## config.mk

```make
export PLATFORM = sky130hd
export DESIGN_NAME = spi_cmd_seq
export DESIGN_NICKNAME = d
export VERILOG_FILES = /design/src/rtl/spi_cmd_seq.sv
export SDC_FILE = /design/constraint.sdc
export NUM_CORES = 1
export LEC_CHECK = 0
export BUFFER_PORTS_ARGS = -buffer_cell sky130_fd_sc_hd__buf_2
export CAP_MARGIN = 10
export CORE_ASPECT_RATIO = 2
export CORE_MARGIN = 8
export CORE_UTILIZATION = 33
export CTS_CLUSTER_SIZE = 8
export DETAILED_ROUTE_END_ITERATION = 16
export GPL_TIMING_DRIVEN = 0
export PLACE_DENSITY = 0.58
export SYNTH_ARGS = -nofsm -noshare
export SYNTH_HDL_FRONTEND = slang
export SYNTH_SLANG_ARGS = --single-unit
```

## constraint.sdc

```tcl
create_clock -name clk -period 1.64 [get_ports clk]
set_input_delay 0.164 -clock clk [delete_from_list [all_inputs] [get_ports clk]]
set_output_delay 0.164 -clock clk [all_outputs]
set_load 0.01 [all_outputs]
```

## src/rtl/spi_cmd_seq.sv

```systemverilog
// spi_cmd_seq: command sequencer that sits between the SPI byte shifter and the register bank.
// Each chip-select period carries one command byte followed by data bytes. The block issues
// single-cycle read/write strobes, preloads the next transmit byte, and supports auto-increment
// bursts with address wrap and invalid-address flagging.
module spi_cmd_seq #(
  parameter logic [7:0] CHIP_ID  = 8'h07,
  parameter int         NUM_REGS = 5
) (
  input  logic       clk,
  input  logic       rst,
  input  logic       cs_active,
  input  logic       byte_valid,
  input  logic [7:0] din,
  output logic [7:0] dout,
  output logic [2:0] reg_addr,
  output logic       reg_rd,
  input  logic [7:0] reg_rdata,
  output logic       reg_wr,
  output logic [7:0] reg_wdata,
  output logic       busy,
  output logic       err,
  output logic [7:0] xfer_count
);

  typedef enum logic [2:0] {IDLE, CMD, RDATA, WDATA, DRAIN} state_t;

  state_t      state_q, state_d;
  logic        cs_prev_q;
  logic        inc_q, inc_d;
  logic [2:0]  addr_q, addr_d;
  logic        rd_q, rd_d;
  logic        wr_q, wr_d;
  logic [7:0]  wdata_q, wdata_d;
  logic [7:0]  dout_q, dout_d;
  logic        err_q, err_d;
  logic [7:0]  cnt_q, cnt_d;
  // An invalid prefetch loads 8'hFF one edge later, in step with a real read's data.
  logic        rd_inv_q, rd_inv_d;
  // A burst write advances the address only after its strobe cycle, so the strobe sees the old address.
  logic        adv_q, adv_d;
  logic        unused_cmd_bits;

  assign unused_cmd_bits = ^din[5:3];

  function automatic logic addr_ok(input logic [2:0] a);
    return int'(a) < NUM_REGS;
  endfunction

  // In-range addresses wrap from NUM_REGS-1 to 0. Out-of-range addresses step +1 mod 8.
  function automatic logic [2:0] next_addr(input logic [2:0] a);
    return (int'(a) == NUM_REGS - 1) ? 3'd0 : a + 3'd1;
  endfunction

  // Next-state and datapath decode; cs_active low overrides any coincident byte.
  always_comb begin
    state_d  = state_q;
    inc_d    = inc_q;
    addr_d   = addr_q;
    rd_d     = 1'b0;
    wr_d     = 1'b0;
    wdata_d  = wdata_q;
    dout_d   = dout_q;
    err_d    = err_q;
    cnt_d    = cnt_q;
    rd_inv_d = 1'b0;
    adv_d    = 1'b0;

    if (rd_q)     dout_d = reg_rdata;
    if (rd_inv_q) dout_d = 8'hFF;
    if (adv_q)    addr_d = next_addr(addr_q);

    if (!cs_active) begin
      state_d = IDLE;
    end else begin
      unique case (state_q)
        IDLE: begin
          if (!cs_prev_q) begin
            state_d = CMD;
            err_d   = 1'b0;
            dout_d  = CHIP_ID;
          end
        end
        CMD: begin
          if (byte_valid) begin
            addr_d = din[2:0];
            inc_d  = din[6];
            cnt_d  = cnt_q + 8'd1;
            if (din[7]) begin
              state_d = RDATA;
              if (addr_ok(din[2:0])) rd_d = 1'b1;
              else begin rd_inv_d = 1'b1; err_d = 1'b1; end
            end else begin
              state_d = WDATA;
            end
          end
        end
        RDATA: begin
          if (byte_valid) begin
            if (inc_q) begin
              addr_d = next_addr(addr_q);
              if (addr_ok(next_addr(addr_q))) rd_d = 1'b1;
              else begin rd_inv_d = 1'b1; err_d = 1'b1; end
            end else begin
              state_d = DRAIN;
            end
          end
        end
        WDATA: begin
          if (byte_valid) begin
            if (addr_ok(addr_q)) begin wr_d = 1'b1; wdata_d = din; end
            else err_d = 1'b1;
            dout_d = din;
            if (inc_q) adv_d = 1'b1;
            else state_d = DRAIN;
          end
        end
        DRAIN: ;
        default: state_d = IDLE;
      endcase
    end
  end

  // State and output registers, cleared immediately by rst.
  always_ff @(posedge clk or posedge rst) begin
    if (rst) begin
      state_q   <= IDLE;
      cs_prev_q <= 1'b0;
      inc_q     <= 1'b0;
      addr_q    <= 3'd0;
      rd_q      <= 1'b0;
      wr_q      <= 1'b0;
      wdata_q   <= 8'd0;
      dout_q    <= CHIP_ID;
      err_q     <= 1'b0;
      cnt_q     <= 8'd0;
      rd_inv_q  <= 1'b0;
      adv_q     <= 1'b0;
    end else begin
      state_q   <= state_d;
      cs_prev_q <= cs_active;
      inc_q     <= inc_d;
      addr_q    <= addr_d;
      rd_q      <= rd_d;
      wr_q      <= wr_d;
      wdata_q   <= wdata_d;
      dout_q    <= dout_d;
      err_q     <= err_d;
      cnt_q     <= cnt_d;
      rd_inv_q  <= rd_inv_d;
      adv_q     <= adv_d;
    end
  end

  assign dout       = dout_q;
  assign reg_addr   = addr_q;
  assign reg_rd     = rd_q;
  assign reg_wr     = wr_q;
  assign reg_wdata  = wdata_q;
  assign busy       = (state_q != IDLE);
  assign err        = err_q;
  assign xfer_count = cnt_q;

endmodule

```

; Word-level counts from Yosys, hierarchy flattened
; Cells that the tools add are included.
; W data, S select, Z words.
[word_totals]
reg_bits = 37
output_inout_bits = 31
elab_cells = 98
[op_classes]
n_addsub = 2
magnitude_cmp = 3
eq_ne = 19
mux = 54
n_reduce_logical = 8
[op_table]
columns = cell, n
row1 = $mux W8, 5
row2 = $mux W3, 11
row3 = $mux W1, 32
row4 = $ne A2 B2 Y1 const B, 10
row5 = $pmux W8 S2, 1
row6 = $pmux W3 S4, 1
row7 = $reduce_and A11 Y1, 1
row8 = $lt A3 B3 Y1 const B, 3
row9 = $ne A3 B3 Y1 const B, 3
row10 = $add A8 B1 Y8 const B, 1
row11 = $eq A3 B2 Y1 const B, 2
row12 = $eq A3 B3 Y1 const B, 2
row13 = $pmux W3 S2, 1
row14 = $reduce_and A5 Y1, 1
row15 = $pmux W1 S2, 2
row16 = $pmux W1 S4, 1
row17 = $reduce_and A4 Y1, 1
row18 = $reduce_bool A4 Y1, 1
row19 = $add A3 B1 Y3 const B, 1
row20 = $eq A3 B1 Y1 const B, 1
row21 = $logic_not A3 Y1, 1
row22 = $ne A3 B2 Y1 const B, 1
row23 = $reduce_and A3 Y1, 1
row24 = $reduce_bool A3 Y1, 1
row25 = $reduce_or A2 Y1, 1

; Depth between registers and ports, before layout
[depth]
depth_word = 8
depth_mapped = 6

; Least setup slack after synthesis
; OpenSTA, ideal clock, no wires.
[synth_timing]
kind = register to register
startpoint = register addr_q[0] (netlist: reg_addr[0])
endpoint = register err_q (netlist: err)
setup_ns = 0.120
t_arrival_ns = 1.523
required_time_ns = 1.520
setup_slack_ns = -0.003
stages_incl_launch_ff = 6
n_path_buf = 0
path_cell_list = dfrtp_1 inv_1 ha_1 o221a_2 o22a_1 o211a_1
[synth_via]
elab_chain_cells = 5
[synth_rtl]
columns = element, line
row1 = start: declaration, 30  ; logic [2:0] addr_q, addr_d;
row2 = start signal: assignment, 142  ; addr_q <= addr_d;
row3 = $add A3 B1 Y3 / $eq A3 B3 Y1 (equally long branches), 51  ; return (int'(a) == NUM_REGS - 1) ? 3'd0 : a + 3'd1;
row4 = $mux W3, 51
row5 = $lt A3 B3 Y1, 46  ; return int'(a) < NUM_REGS;
row6 = $ne A2 B2 Y1 (no line), n/a
row7 = $reduce_and A11 Y1 (no line) (*), n/a
row8 = end signal: assignment, 147  ; err_q <= err_d;
row9 = end: declaration, 35  ; logic err_q, err_d;
; Mark *: on every way between the ends. The rest lies on a longest branch, timed or not.
; A chain may end at the register's enable or synchronous reset.

; Worst setup path in the final report
[layout_timing]
startpoint = register state_q[1]
endpoint = register cnt_q[1] (netlist: xfer_count[1])
[layout_via]
elab_chain_cells = 2
[layout_rtl]
columns = element, line
row1 = start: declaration, 27  ; state_t state_q, state_d;
row2 = start signal: assignment, 139  ; state_q <= state_d;
row3 = $eq A3 B1 Y1, 75  ; unique case (state_q)
row4 = $reduce_and A3 Y1 (no line), n/a
row5 = end signal: assignment, 148  ; cnt_q <= cnt_d;
row6 = end: declaration, 36  ; logic [7:0] cnt_q, cnt_d;
; No other way between the ends.

==> summary.txt <==
Outcome
  – Status: finished clean

Yosys
  – Seq cells post-synth: 37
  – Fraction of registers with async set/reset: 1.00
  – Mapped cell area: 1910 µm²
  – Syn nets: 205
  – Post-synth EDFFs: 0
  – Synth Warn #: 0
  – Top post-synthesis cells by area: dfrtp_1, mux2_2, dfstp_2
  – Most area-hungry cell type in the Yosys netlist: dfrtp_1
  – Most used flip-flop cell after synthesis: dfrtp_1
  – Cells after synthesis: 182
  – Seq/Total Area, Yosys: 0.488
  – Mean Syn Cell Area: 10.5 µm²
  – Synth top area share: 0.446
  – Distinct cells, synth: 44

Place
  – GP Congestion: 0.792
  – Hpwl dp: 3.75 mm
  – PortBufs: 49

Hold path
  – Worst hold-check path type: input pin to async pin

CTS
  – Worst-Skew Late Latency: 0.28 ns
  – Clock buffer depth: 2
  – Clock buffer count from CTS: 5
  – TritonCTS clock tree: yes
  – CTS sink cnt: 37
  – Htree depth: 2
  – Clk slew on worst S/H paths: 0.06 ns
  – Clock Root Buffer: clkbuf_16
  – Hold buffer count at cts: 0

Pwr
  – Peak supply drop: 0.829 mV
  – Static Leak: 1.22 nW
  – Cell Pwr Density: 1660 nW/µm²

GRT
  – Largest net degree at the start of global routing: 38
  – Antenna violations before repair: 0
  – Global-route wire length before repair: 7.98 mm
  – Gr ovfl total: 0
  – Vias in the first global route: 1,628
  – Total track usage: 0.114

STA
  – Final hold violation count: 0
  – Final Critical Period: 1.60 ns
  – Worst slew pin tran: 0.768 ns
  – Setup_tns: 0 ns
  – Fmax: 626 MHz
  – Clock Skews: 0.00420 ns
  – Pins Over Slew Limit: 0
  – Final setup fails: 0
  – Final period utilization: 0.974
  – Relative slew slack: 0.487

Drt
  – WL final: 4.92 mm
  – Starting DRT DRC Count: 36
  – Drt wl/cell: 16.2 µm
  – Post-route ant nets: 0
  – Residual DRC count: 0
  – Number of iterations in the first detailed-routing pass: 4
  – DR vias: 1,566
  – Via/cell ratio: 5.15

Die
  – Die X: 69.8 µm
  – Num rows: 39
  – Die height: 124 µm
  – Die area: 8610 µm²
  – Core ar.: 5660 µm²
  – Starting Density: 0.337
  – Ports: 51

Worst setup path
  – R2r worst-path depth: 5
  – Worst r2r src: state_q[1]
  – RR Endpoint: xfer_count[1]
  – CP Class: flop to flop
  – WP data arrival: 1.76 ns
  – CP Max Fanout: 10
  – Crit path launch type: flop
  – Setup crit end kind: flop
  – Register-to-Register Setup Slack: 0.04 ns
  – Required time worst endpoint: 1.81 ns

Finish
  – Fill cell count: 578
  – Layout cells sized above 1: 0.383
  – Multi-input logic area: 950 µm²
  – N_diodes: 0
  – Nets: 265
  – Util after Layout: 0.438
  – Most frequent cells in the layout: buf_2, dfrtp_1, nand2_1
  – Commonest non-fill, non-tap cell in the layout: buf_2
  – Area Overhead vs Synth: 30.1%
  – Register Area: 933 µm²

Run
  – MaxCap Viol Count: 0
-- repair_timing --
item / CTS / global route
setup buffers: 1 / 3
pin swaps: 1 / 0
endpoints found under the setup margin: 10 / 22
gates cloned: 0 / 0
resized for setup: 3 / 11
-- Yosys cell counts (2+ instances only) --
cell type   n
nor2b_1    12
nand4_1     3
a2111oi_0   3
nor3_1      6
ha_1        3
o22ai_1     2
and2_1      2
o21a_1      2
mux2_2     10
a21o_1      2
xnor2_1     6
a21oi_1     8
o21ai_0    14
nand2_1    15
buf_2       4
inv_1       5
dfrtp_1    34
buf_4       2
mux2i_1     7
nand2b_1    2
dfstp_2     3
and3_1      4
a211o_1     2
nor2_1      7
a211oi_1    5
-- per-stage QoR --
step	hold WS [ns]	instance area (µm²)	cells	power [mW]	setup slack, ns
after global placement	0.384	2230	292	2.89	-0.0456
after detailed placement	0.356	2230	292	2.91	-0.0420
after floorplan	0.195	1910	182	2.36	0.0555
final	0.0223	2480	304	4.13	0.0432
after CTS	0.0555	2440	301	4.14	0.00293
after global routing	0.0965	2480	304	4.43	-0.0185
-- state kept, by name (all words and copies together), names as in the netlist --
register / flops
reg_addr: 3
cs_prev_q: 1
err: 1
rd_inv_q: 1
state_q: 3
adv_q: 1
reg_rd: 1
xfer_count: 8
inc_q: 1
reg_wdata: 8
dout: 8
reg_wr: 1
-- worst max path at each step --
stage / slack (ns) / startpoint / end
after detailed placement: -0.04 / reg_addr[0] / err
final: 0.04 / state_q[1] / xfer_count[1]
after global routing: -0.02 / state_q[1] / xfer_count[1]
after global placement: -0.05 / reg_addr[0] / err
after CTS: 0.003 / state_q[0] / dout[6]
after floorplan: 0.06 / reg_addr[0] / err
-- kinds of logic after synthesis --
kind of cell / after synthesis / share of synthesized area
mux: 17 / 0.0958
buf+inv: 12 / 0.0302
flops: 37 / 0.488
compound gates: 46 / 0.159
fa+ha+maj: 3 / 0.0197
xor+xnor: 7 / 0.0322
simple gates: 60 / 0.176
-- layout make-up --
class / instances / share of cell area
buffer: 7 / 0.0207
clock buffer: 6 / 0.0560
timing repair buffer: 53 / 0.111
clock inverter: 2 / 0.0151
multi-input combinational: 133 / 0.383
inverter: 5 / 0.00756
tap: 61 / 0.0308
sequential: 37 / 0.376
-- where the power goes --
part / leakage [nW] / switching, mW / total (mW) / internal (mW)
combinational: 0.658 / 0.783 / 1.54 / 0.758
clock: 0.0831 / 0.368 / 1.13 / 0.758
sequential: 0.482 / 0.241 / 1.46 / 1.22
total: 1.22 / 1.39 / 4.13 / 2.74
-- metal layers --
metal,GRT usage,wire (µm),vias to the layer above,part of all wire
met4,0.0455,78,0,0.016
met2,0.215,2730,30,0.55
met3,0.0369,261,6,0.053
met1,0.112,1850,754,0.38
li1,-,-,776,-
met5,0,0,-,0
-- critical path, stage by stage (launching register included) --
cell	delay, ns
dfrtp_2	0.45
buf_4	0.15
nor2b_1	0.16
nor2b_1	0.19
buf_6	0.17
mux2_2	0.34
(Power assumes the default switching activity.)
